--- config.mk ---
export PLATFORM = sky130hd
export DESIGN_NAME = rf_bus_slave
export DESIGN_NICKNAME = d
export VERILOG_FILES = /design/src/rtl/rf_bus_slave.sv
export SDC_FILE = /design/constraint.sdc
export NUM_CORES = 2
export LEC_CHECK = 0
export CAP_MARGIN = 20
export CORE_MARGIN = 2
export CORE_UTILIZATION = 40
export DETAILED_ROUTE_END_ITERATION = 7
export HOLD_SLACK_MARGIN = 0.05
export PLACE_DENSITY = 0.64
export SKIP_LAST_GASP = 1
export SLEW_MARGIN = 30
export SYNTH_ARGS = -nofsm -noshare
export SYNTH_HDL_FRONTEND = slang
export SYNTH_SLANG_ARGS = --single-unit
export TNS_END_PERCENT = 5
--- constraint.sdc ---
create_clock -name clock -period 2.9 [get_ports clock]
set_input_delay 0.435 -clock clock [delete_from_list [all_inputs] [get_ports clock]]
set_output_delay 0.435 -clock clock [all_outputs]
set_load 0.005 [all_outputs]
--- src/rtl/rf_bus_slave.sv ---
// rf_bus_slave: memory-mapped register file behind the UART2BUS bus master.
//
// Request/grant handshake: the master raises int_req and holds it. After
// GNT_DELAY cycles int_gnt rises (registered). int_gnt stays high until the
// master drops int_req. Accesses (int_write / int_read, one location per
// cycle) are accepted only on cycles where int_gnt=1. A read that is accepted
// shows up RD_LAT cycles later as a one-cycle int_rd_valid strobe with its
// data on int_rd_data. After int_req drops, the slave waits until all reads
// in flight have been delivered before it considers a new request.
//
// Ports:
//   clock         rising-edge clock
//   reset         asynchronous, active-low reset
//   int_req       bus request from the master
//   int_gnt       bus grant to the master
//   int_address   access address (range-checked against DEPTH)
//   int_wr_data   write data
//   int_write     write strobe
//   int_read      read strobe
//   int_rd_data   read data, valid while int_rd_valid=1, held otherwise
//   int_rd_valid  read data strobe
//   int_err       one-cycle pulse for a rejected access
//   access_count  accepted accesses, wraps modulo 2**16
//   dbg_state     current grant FSM state (IDLE=0, WAIT=1, GRANT=2, DRAIN=3)

module rf_bus_slave #(
  parameter int ADDR_W    = 16,
  parameter int DATA_W    = 8,
  parameter int DEPTH     = 256,
  parameter int RD_LAT    = 1,
  parameter int GNT_DELAY = 2
) (
  input  logic              clock,
  input  logic              reset,
  input  logic              int_req,
  output logic              int_gnt,
  input  logic [ADDR_W-1:0] int_address,
  input  logic [DATA_W-1:0] int_wr_data,
  input  logic              int_write,
  input  logic              int_read,
  output logic [DATA_W-1:0] int_rd_data,
  output logic              int_rd_valid,
  output logic              int_err,
  output logic [15:0]       access_count,
  output logic [1:0]        dbg_state
);

  localparam int IDX_W = (DEPTH > 1) ? $clog2(DEPTH) : 1;
  // Value of the wait counter on the last WAIT cycle before GRANT.
  localparam logic [3:0] GNT_LAST = 4'((GNT_DELAY > 0) ? GNT_DELAY - 1 : 0);

  typedef enum logic [1:0] {
    IDLE  = 2'd0,
    WAIT  = 2'd1,
    GRANT = 2'd2,
    DRAIN = 2'd3
  } state_t;

  state_t            state, state_nx;
  logic [3:0]        cnt, cnt_nx;

  logic [DATA_W-1:0] mem [DEPTH];
  logic [RD_LAT-1:0] v_pipe;
  logic [DATA_W-1:0] d_pipe [RD_LAT];

  logic              pipe_busy;
  logic              in_range;
  logic              wr_ok;
  logic              rd_acc;
  logic              rd_ok;
  logic              acc_err;
  logic [IDX_W-1:0]  idx;
  logic [DATA_W-1:0] rd_word;

  // ---------------------------------------------------------------------------
  // Access decode
  // ---------------------------------------------------------------------------
  assign in_range = 32'(int_address) < DEPTH;
  assign idx      = int_address[IDX_W-1:0];
  assign wr_ok    = int_gnt & int_write & ~int_read & in_range;
  // Any granted single read enters the pipeline, even out of range, so the
  // master always gets a strobe back and never stalls waiting for data.
  assign rd_acc   = int_gnt & int_read & ~int_write;
  assign rd_ok    = rd_acc & in_range;
  assign acc_err  = (int_write | int_read) &
                    (~int_gnt | (int_write & int_read) | ~in_range);
  assign rd_word  = rd_ok ? mem[idx] : '0;

  assign pipe_busy = |v_pipe;

  // ---------------------------------------------------------------------------
  // Grant FSM
  // ---------------------------------------------------------------------------
  always_comb begin
    state_nx = state;
    cnt_nx   = cnt;
    case (state)
      IDLE: begin
        if (int_req) begin
          cnt_nx = '0;
          if (GNT_DELAY == 0) state_nx = GRANT;
          else                state_nx = WAIT;
        end
      end
      WAIT: begin
        if (!int_req)               state_nx = IDLE;
        else if (cnt == GNT_LAST)   state_nx = GRANT;
        else                        cnt_nx   = cnt + 4'd1;
      end
      GRANT: begin
        if (!int_req) state_nx = DRAIN;
      end
      DRAIN: begin
        if (!pipe_busy) state_nx = IDLE;
      end
      default: state_nx = IDLE;
    endcase
  end

  always_ff @(posedge clock or negedge reset) begin
    if (!reset) begin
      state   <= IDLE;
      cnt     <= '0;
      int_gnt <= 1'b0;
    end else begin
      state   <= state_nx;
      cnt     <= cnt_nx;
      // Grant is registered off the next state so it tracks GRANT exactly.
      int_gnt <= (state_nx == GRANT);
    end
  end

  assign dbg_state = state;

  // ---------------------------------------------------------------------------
  // Storage
  // ---------------------------------------------------------------------------
  always_ff @(posedge clock or negedge reset) begin
    if (!reset) begin
      for (int i = 0; i < DEPTH; i++) mem[i] <= '0;
    end else if (wr_ok) begin
      mem[idx] <= int_wr_data;
    end
  end

  // ---------------------------------------------------------------------------
  // Read pipeline: data stages only load when a valid beat arrives, so the
  // last stage (the output) holds its value between strobes.
  // ---------------------------------------------------------------------------
  always_ff @(posedge clock or negedge reset) begin
    if (!reset) begin
      v_pipe <= '0;
      for (int i = 0; i < RD_LAT; i++) d_pipe[i] <= '0;
    end else begin
      v_pipe[0] <= rd_acc;
      if (rd_acc) d_pipe[0] <= rd_word;
      for (int i = 1; i < RD_LAT; i++) begin
        v_pipe[i] <= v_pipe[i-1];
        if (v_pipe[i-1]) d_pipe[i] <= d_pipe[i-1];
      end
    end
  end

  assign int_rd_valid = v_pipe[RD_LAT-1];
  assign int_rd_data  = d_pipe[RD_LAT-1];

  // ---------------------------------------------------------------------------
  // Error pulse and access counter
  // ---------------------------------------------------------------------------
  always_ff @(posedge clock or negedge reset) begin
    if (!reset) begin
      int_err      <= 1'b0;
      access_count <= '0;
    end else begin
      int_err <= acc_err;
      if (wr_ok | rd_ok) access_count <= access_count + 16'd1;
    end
  end

endmodule

# After elaboration in Yosys (flattened, before gate mapping)
# Cells that the tools add are included.
[totals] ramBits=0 ff_bits=2081 memories=0 input_bits=29 rom_bits=0 latchBits=0
[classes] n_addsub=2 order_cmp=3 muxes=17 n_bitwise=17 n_mul=0 n_eq_ne=8 reduce_logical=4 n_shift=0 div_mod_pow=0
[op_table] cell="2048-bit bitwise mux" n=1
[op_table] cell="8-bit binary-select mux with 8-bit select" n=1
[op_table] cell="8-bit demux with 8-bit select" n=1
[op_table] cell="8-bit two-way mux" n=4
[op_table] cell="16-bit by 1-bit adder with 16-bit output, second input constant" n=1
[op_table] cell="16-bit by 9-bit < comparator with 1-bit output, second input constant" n=1
[op_table] cell="4-bit two-way mux" n=3
[op_table] cell="2-bit two-way mux" n=5
[op_table] cell="9-bit greater-or-equal comparator, second input constant" n=1
[op_table] cell="9-bit by 1-bit < comparator with 1-bit output, second input constant" n=1
[op_table] cell="8-bit NOT with 9-bit output" n=1
[op_table] cell="1-bit bitwise AND" n=8
[op_table] cell="2-bit case mux with 4 select lines" n=1
[op_table] cell="4-bit case mux with 2 select lines" n=1
[op_table] cell="2-bit == test, second input constant" n=3
[op_table] cell="2-bit != test, second input constant" n=3
[op_table] cell="4-bit by 1-bit adder with 4-bit output, second input constant" n=1
[op_table] cell="4-bit by 1-bit == test with 1-bit output, second input constant" n=1
[op_table] cell="1-bit NOT" n=4
[op_table] cell="1-bit bitwise OR" n=4
[op_table] cell="4-bit AND reduction" n=1
[op_table] cell="2-bit by 1-bit == test with 1-bit output, second input constant" n=1
[op_table] cell="2-bit logical NOT" n=1
[op_table] cell="2-bit nonzero test" n=1
[op_table] cell="1-bit logical AND" n=1

# Longest topological paths before layout
[depth] depth_word=6 depth_mapped=12 ltp_nobuf=7

# Least setup slack after synthesis
# OpenSTA, ideal clock, no wires.
[synth_timing] path_type="input port to flip-flop" startpoint="in int_address[1]" endpoint="reg d_pipe, in the netlist int_rd_data[0]" required_ps=2764 n_path_buf=4 setup_slack_ps=57 t_arrival_ps=2706 stages=9 path_cell_list="buf_2 -> buf_2 -> buf_2 -> buf_1 -> mux4_2 -> o211ai_1 -> o2111ai_1 -> a32oi_1 -> o21ai_0"
[synth_via] elab_chain_cells=5 elab_cells_between_ends=7
[synth_rtl] item="start, declared" line="37" source="input logic [ADDR_W-1:0] int_address,"
[synth_rtl] item="8-bit NOT with 9-bit output (not written as such)" line="87" source="assign rd_word = rd_ok ? mem[idx] : '0;"
[synth_rtl] item="8-bit binary-select mux with 8-bit select" line="87"
[synth_rtl] item="8-bit two-way mux (not written as such) (2 in series)" line="87"
[synth_rtl] item="8-bit two-way mux *" line="87"
[synth_rtl] item="end signal, assigned by index" line="159" source="if (v_pipe[i-1]) d_pipe[i] <= d_pipe[i-1];"
[synth_rtl] item="end, declared" line="64" source="logic [DATA_W-1:0] d_pipe [RD_LAT];"
# Mark *: on every way between the ends. The rest lies on a longest branch, timed or not. The select of a mux whose other input is x is not followed.
# A chain may end at the register's enable or synchronous reset.

# Worst setup path after layout
[layout_timing] startpoint="reg int_gnt" endpoint="reg mem[601] in the netlist's numbering"
[layout_via] elab_chain_cells=3
[layout_rtl] item="start, declared" line="36" source="output logic int_gnt,"
[layout_rtl] item="start signal, assigned" line="129" source="int_gnt <= (state_nx == GRANT);"
[layout_rtl] item="1-bit bitwise AND (3 in series)" line="80" source="assign wr_ok = int_gnt & int_write & ~int_read & in_range;"
[layout_rtl] item="end signal, assigned by index" line="142" source="mem[idx] <= int_wr_data;"
[layout_rtl] item="end, declared" line="62" source="logic [DATA_W-1:0] mem [DEPTH];"
# Every way passes these cells.

==> impl_metrics.py <==
metrics = {
    "synthesis": {
        "synth.ff_latch_count": 2081,
        "synthTopCellsByCount": "2081 x dfrtp_1, 1754 x mux2_2, 431 x mux4_2",
        "ys_types": 57,
        "syn_nets": 6274,
        "synth_most_common_cell": "dfrtp_1",
        "synth.top_cell.area_share_pct": 54.8,
        "synth_simple_gate_area_share_pct": 2.90,
        "yosysWarnings": 0,
        "synth_xor_xnor_area_share_pct": 0.138,
        "async_flop_share_pct": 100,
        "synth_flop_cell": "dfrtp_1",
        "synthCells": 6242,
        "synth_compound_area_share_pct": 2.91,
        "ys_seq_area_share_pct": 54.8,
        "synth-adder-area-share_pct": 0.0501,
        "synth.avg_cell_area_sq_um": 15.2,
        "synthesis.area_sq_um": 94900,
        "synthMuxAreaShare_pct": 37.2,
        "synth_top_family_by_area": "multiplexers",
        "synthTopCellsByArea": "dfrtp_1 55%, mux2_2 21%, mux4_2 10%",
        "synth_top_area_cell": "dfrtp_1",
        "synth_edf_count": 0,
    },
    "clocking": {
        "cts_made_buffers": 218,
        "cts_max_level": 4,
        "insertion_delay_ns": 0.89,
        "clk_root_buffer_cell": "clkbuf_16",
        "cts_tree": "done",
        "cts_buffer_depth": 3,
        "cts.reportedPaths.clkPinSlew_ns": 0.06,
        "cts_sinks": 2081,
    },
    "grt": {
        "track_usage_pct": 22.1,
        "grt_max_degree": 108,
        "grt_overflow_total": 0,
        "first_global_vias": 61453,
        "grt_antenna_before_repair": 5,
        "grt_first_pass_wirelength_microns": 407000,
        "grt_use_met3_pct": 3.16,
        "use_met1_pct": 30.9,
        "busiest_layer": "met2",
        "grt_use_met2_pct": 35.5,
    },
    "final_layout": {
        "areaGrowthSynthToFinish_pct": 19.8,
        "fill_cells": 20253,
        "finalInstanceArea_sq_um": 114000,
        "drive_above_1_share_pct": 50.2,
        "num-nets-final": 6892,
    },
    "sta": {
        "min_period_ns": 2.90,
        "final.setup.worst_slack_ns": -0.00403,
        "slew_viol_final": 0,
        "finalCritPeriodShare_pct": 100,
        "worst_slew_pin_slew_ns": 0.863,
        "max_slew_margin_pct": 42.1,
        "finClkSkew_ns": 0.0578,
        "fmaxAchievable_mhz": 344,
        "hold_viol": 0,
        "setup_viol": 2,
        "rsz0062_at_grt": "yes",
    },
    "pwr": {
        "power_leakage_nw": 54.9,
        "netSwitchingPower_w": 0.0147,
        "ir_worst_vdd_uv": 589,
        "p_total_w": 0.0614,
        "p_sw_share_pct": 23.9,
        "clock_power_share_pct": 46.6,
        "p_int_w": 0.0467,
        "combPwrFrac_pct": 6.0,
        "seqPwrFrac_pct": 47.4,
        "power_per_cell_area_nw_per_um2": 540,
    },
    "outcome": {
        "outcome": "finished with violations",
        "violations": "setup timing",
    },
    "critical_path": {
        "arrival_ns": 3.62,
        "rrSetupSlack_ns": -0.004,
        "cp_max_fo": 8,
        "worstSetupPathType": "flip-flop to flip-flop",
        "cp-end-kind": "flip-flop",
        "required_ns": 3.62,
        "cp-start-kind": "flip-flop",
    },
    "placed_design": {
        "io_buffers": 57,
        "hpwlAfterDp_microns": 179000,
        "dp_slack_ns": -0.894,
        "dpl_cell_area_sq_um": 106000,
        "gp_congestion": 0.885,
    },
    "floorplanning": {
        "core_area_sq_um": 236000,
        "die_h_microns": 491,
        "dieArea_sq_um": 241000,
        "io_pins": 58,
        "row_count": 178,
        "start_util_pct": 40.3,
        "die-width_microns": 491,
    },
    "detailed_routing": {
        "via_count": 57657,
        "wl_per_cell_microns": 26.1,
        "drtIter0Drc": 4426,
        "ant_nets": 0,
        "drcViolationCount": 0,
        "vias_per_cell": 5.65,
        "dr.pass1.iters": 7,
        "drt_wl_total_microns": 267000,
    },
    "run": {
        "drv_cap": 0,
    },
    "hold_path": {
        "min-delay-path-class": "input pin to async pin",
    },
}
-- state kept, by name, summed over array words and instances, names as in the netlist --
register and flops:
dbg_state 2, int_rd_data 8, cnt 4, int_err 1
int_gnt 1, mem 2048, access_count 16, int_rd_valid 1
-- final cells by class --
class	instances	area (sq um)	share of cell area, %
antenna	9	22.5	0.0198
tap	3150	3940	3.47
clock buffer	329	6440	5.66
inverter	8	32.5	0.0286
sequential	2081	52100	45.8
timing repair buffer	853	9140	8.04
multi-input combinational	3698	41100	36.1
clock inverter	75	990	0.870
-- worst max-delay path: stages (launching register included) --
cell and delay (ns):
dfrtp_1 0.37, buf_12 0.17, nand4_1 0.29, buf_4 0.26, or4_4 0.43, buf_8 0.16, nor3_4 0.27, buf_12 0.23
nand2_2 0.19, mux2_1 0.36
-- through the flow --
stage	hold WS (ns)	setup TNS [ns]	util, %	cells
finish	0.130	-0.00487	48.3	10203
global placement	0.425	-1477.50	45.1	9789
CTS	0.0775	-0.403	48.3	10194
global route	0.118	-0.674	48.3	10200
detailed placement	0.407	-1255.76	45.1	9789
floorplan	0.139	0	-	6242
-- metal layers --
layer	vias up	wire length, microns	share of wire [%]
li1	24522	-	-
met1	31427	118000	44
met2	1302	127000	48
met3	402	12600	4.7
met4	4	9420	3.5
met5	-	23	0.0086
-- path summary, 6_finish.rpt --
kind / start / to / depth (start not counted)
max: int_gnt / mem[601] / 9
min: reset / mem[1109] / 2
max reg2reg: int_gnt / mem[601] / 9
min reg2reg: access_count[15] / access_count[15] / 1
max in group asynchronous: reset / mem[895] / 3
min in group clock: int_wr_data[3] / mem[1411] / 2
-- cell families (layout without fill, tap and decap cells) --
group                      Yosys count  count (layout)
and+or+nand+nor                    548             548
AOI/OAI and AO/OA                  401             401
adders and majority gates            4               4
other                                0               9
buffers and inverters              463            1265
xor gates and xnor gates            15              15
muxes                             2730            2730
DFF                               2081            2081
-- repair_timing --
| item | CTS | global route |
|---|---|---|
| setup endpoints to repair | 315 | 38 |
| gates cloned | 0 | 0 |
| pin swaps | 2 | 0 |
| hold endpoints to repair | 866 | 0 |
| buffers inserted | 1 | 0 |
| resized for setup | 12 | 1 |
| hold buffers | 1 | 0 |
-- placed cells by master (no fill, tap or decap), types with 51 or more instances in the layout --
| cell | count |
|---|---|
| a21oi_1 | 77 |
| a22oi_1 | 79 |
| buf_12 | 202 |
| buf_4 | 590 |
| clkbuf_1 | 54 |
| clkbuf_16 | 218 |
| clkbuf_8 | 58 |
| dfrtp_1 | 2081 |
| mux2_1 | 312 |
| mux2_2 | 1754 |
| mux2i_1 | 233 |
| mux4_2 | 431 |
| nand2_1 | 117 |
| nand2_2 | 51 |
| nand3_1 | 75 |
| nor2_1 | 119 |
| nor2_2 | 109 |
| o22ai_1 | 53 |
-- power groups by stage --
| stage | Clock, W | Combinational (W) | Sequential [W] |
|---|---|---|---|
| global route | 0.0303 | 0.00392 | 0.0291 |
| global placement | 0 | 0.00361 | 0.0297 |
| detailed placement | 0 | 0.00367 | 0.0297 |
| finish | 0.0286 | 0.00367 | 0.0291 |
| CTS | 0.0292 | 0.00370 | 0.0291 |
| floorplan | 0 | 0.00143 | 0.0297 |
Power figures use the tool's default switching activity.
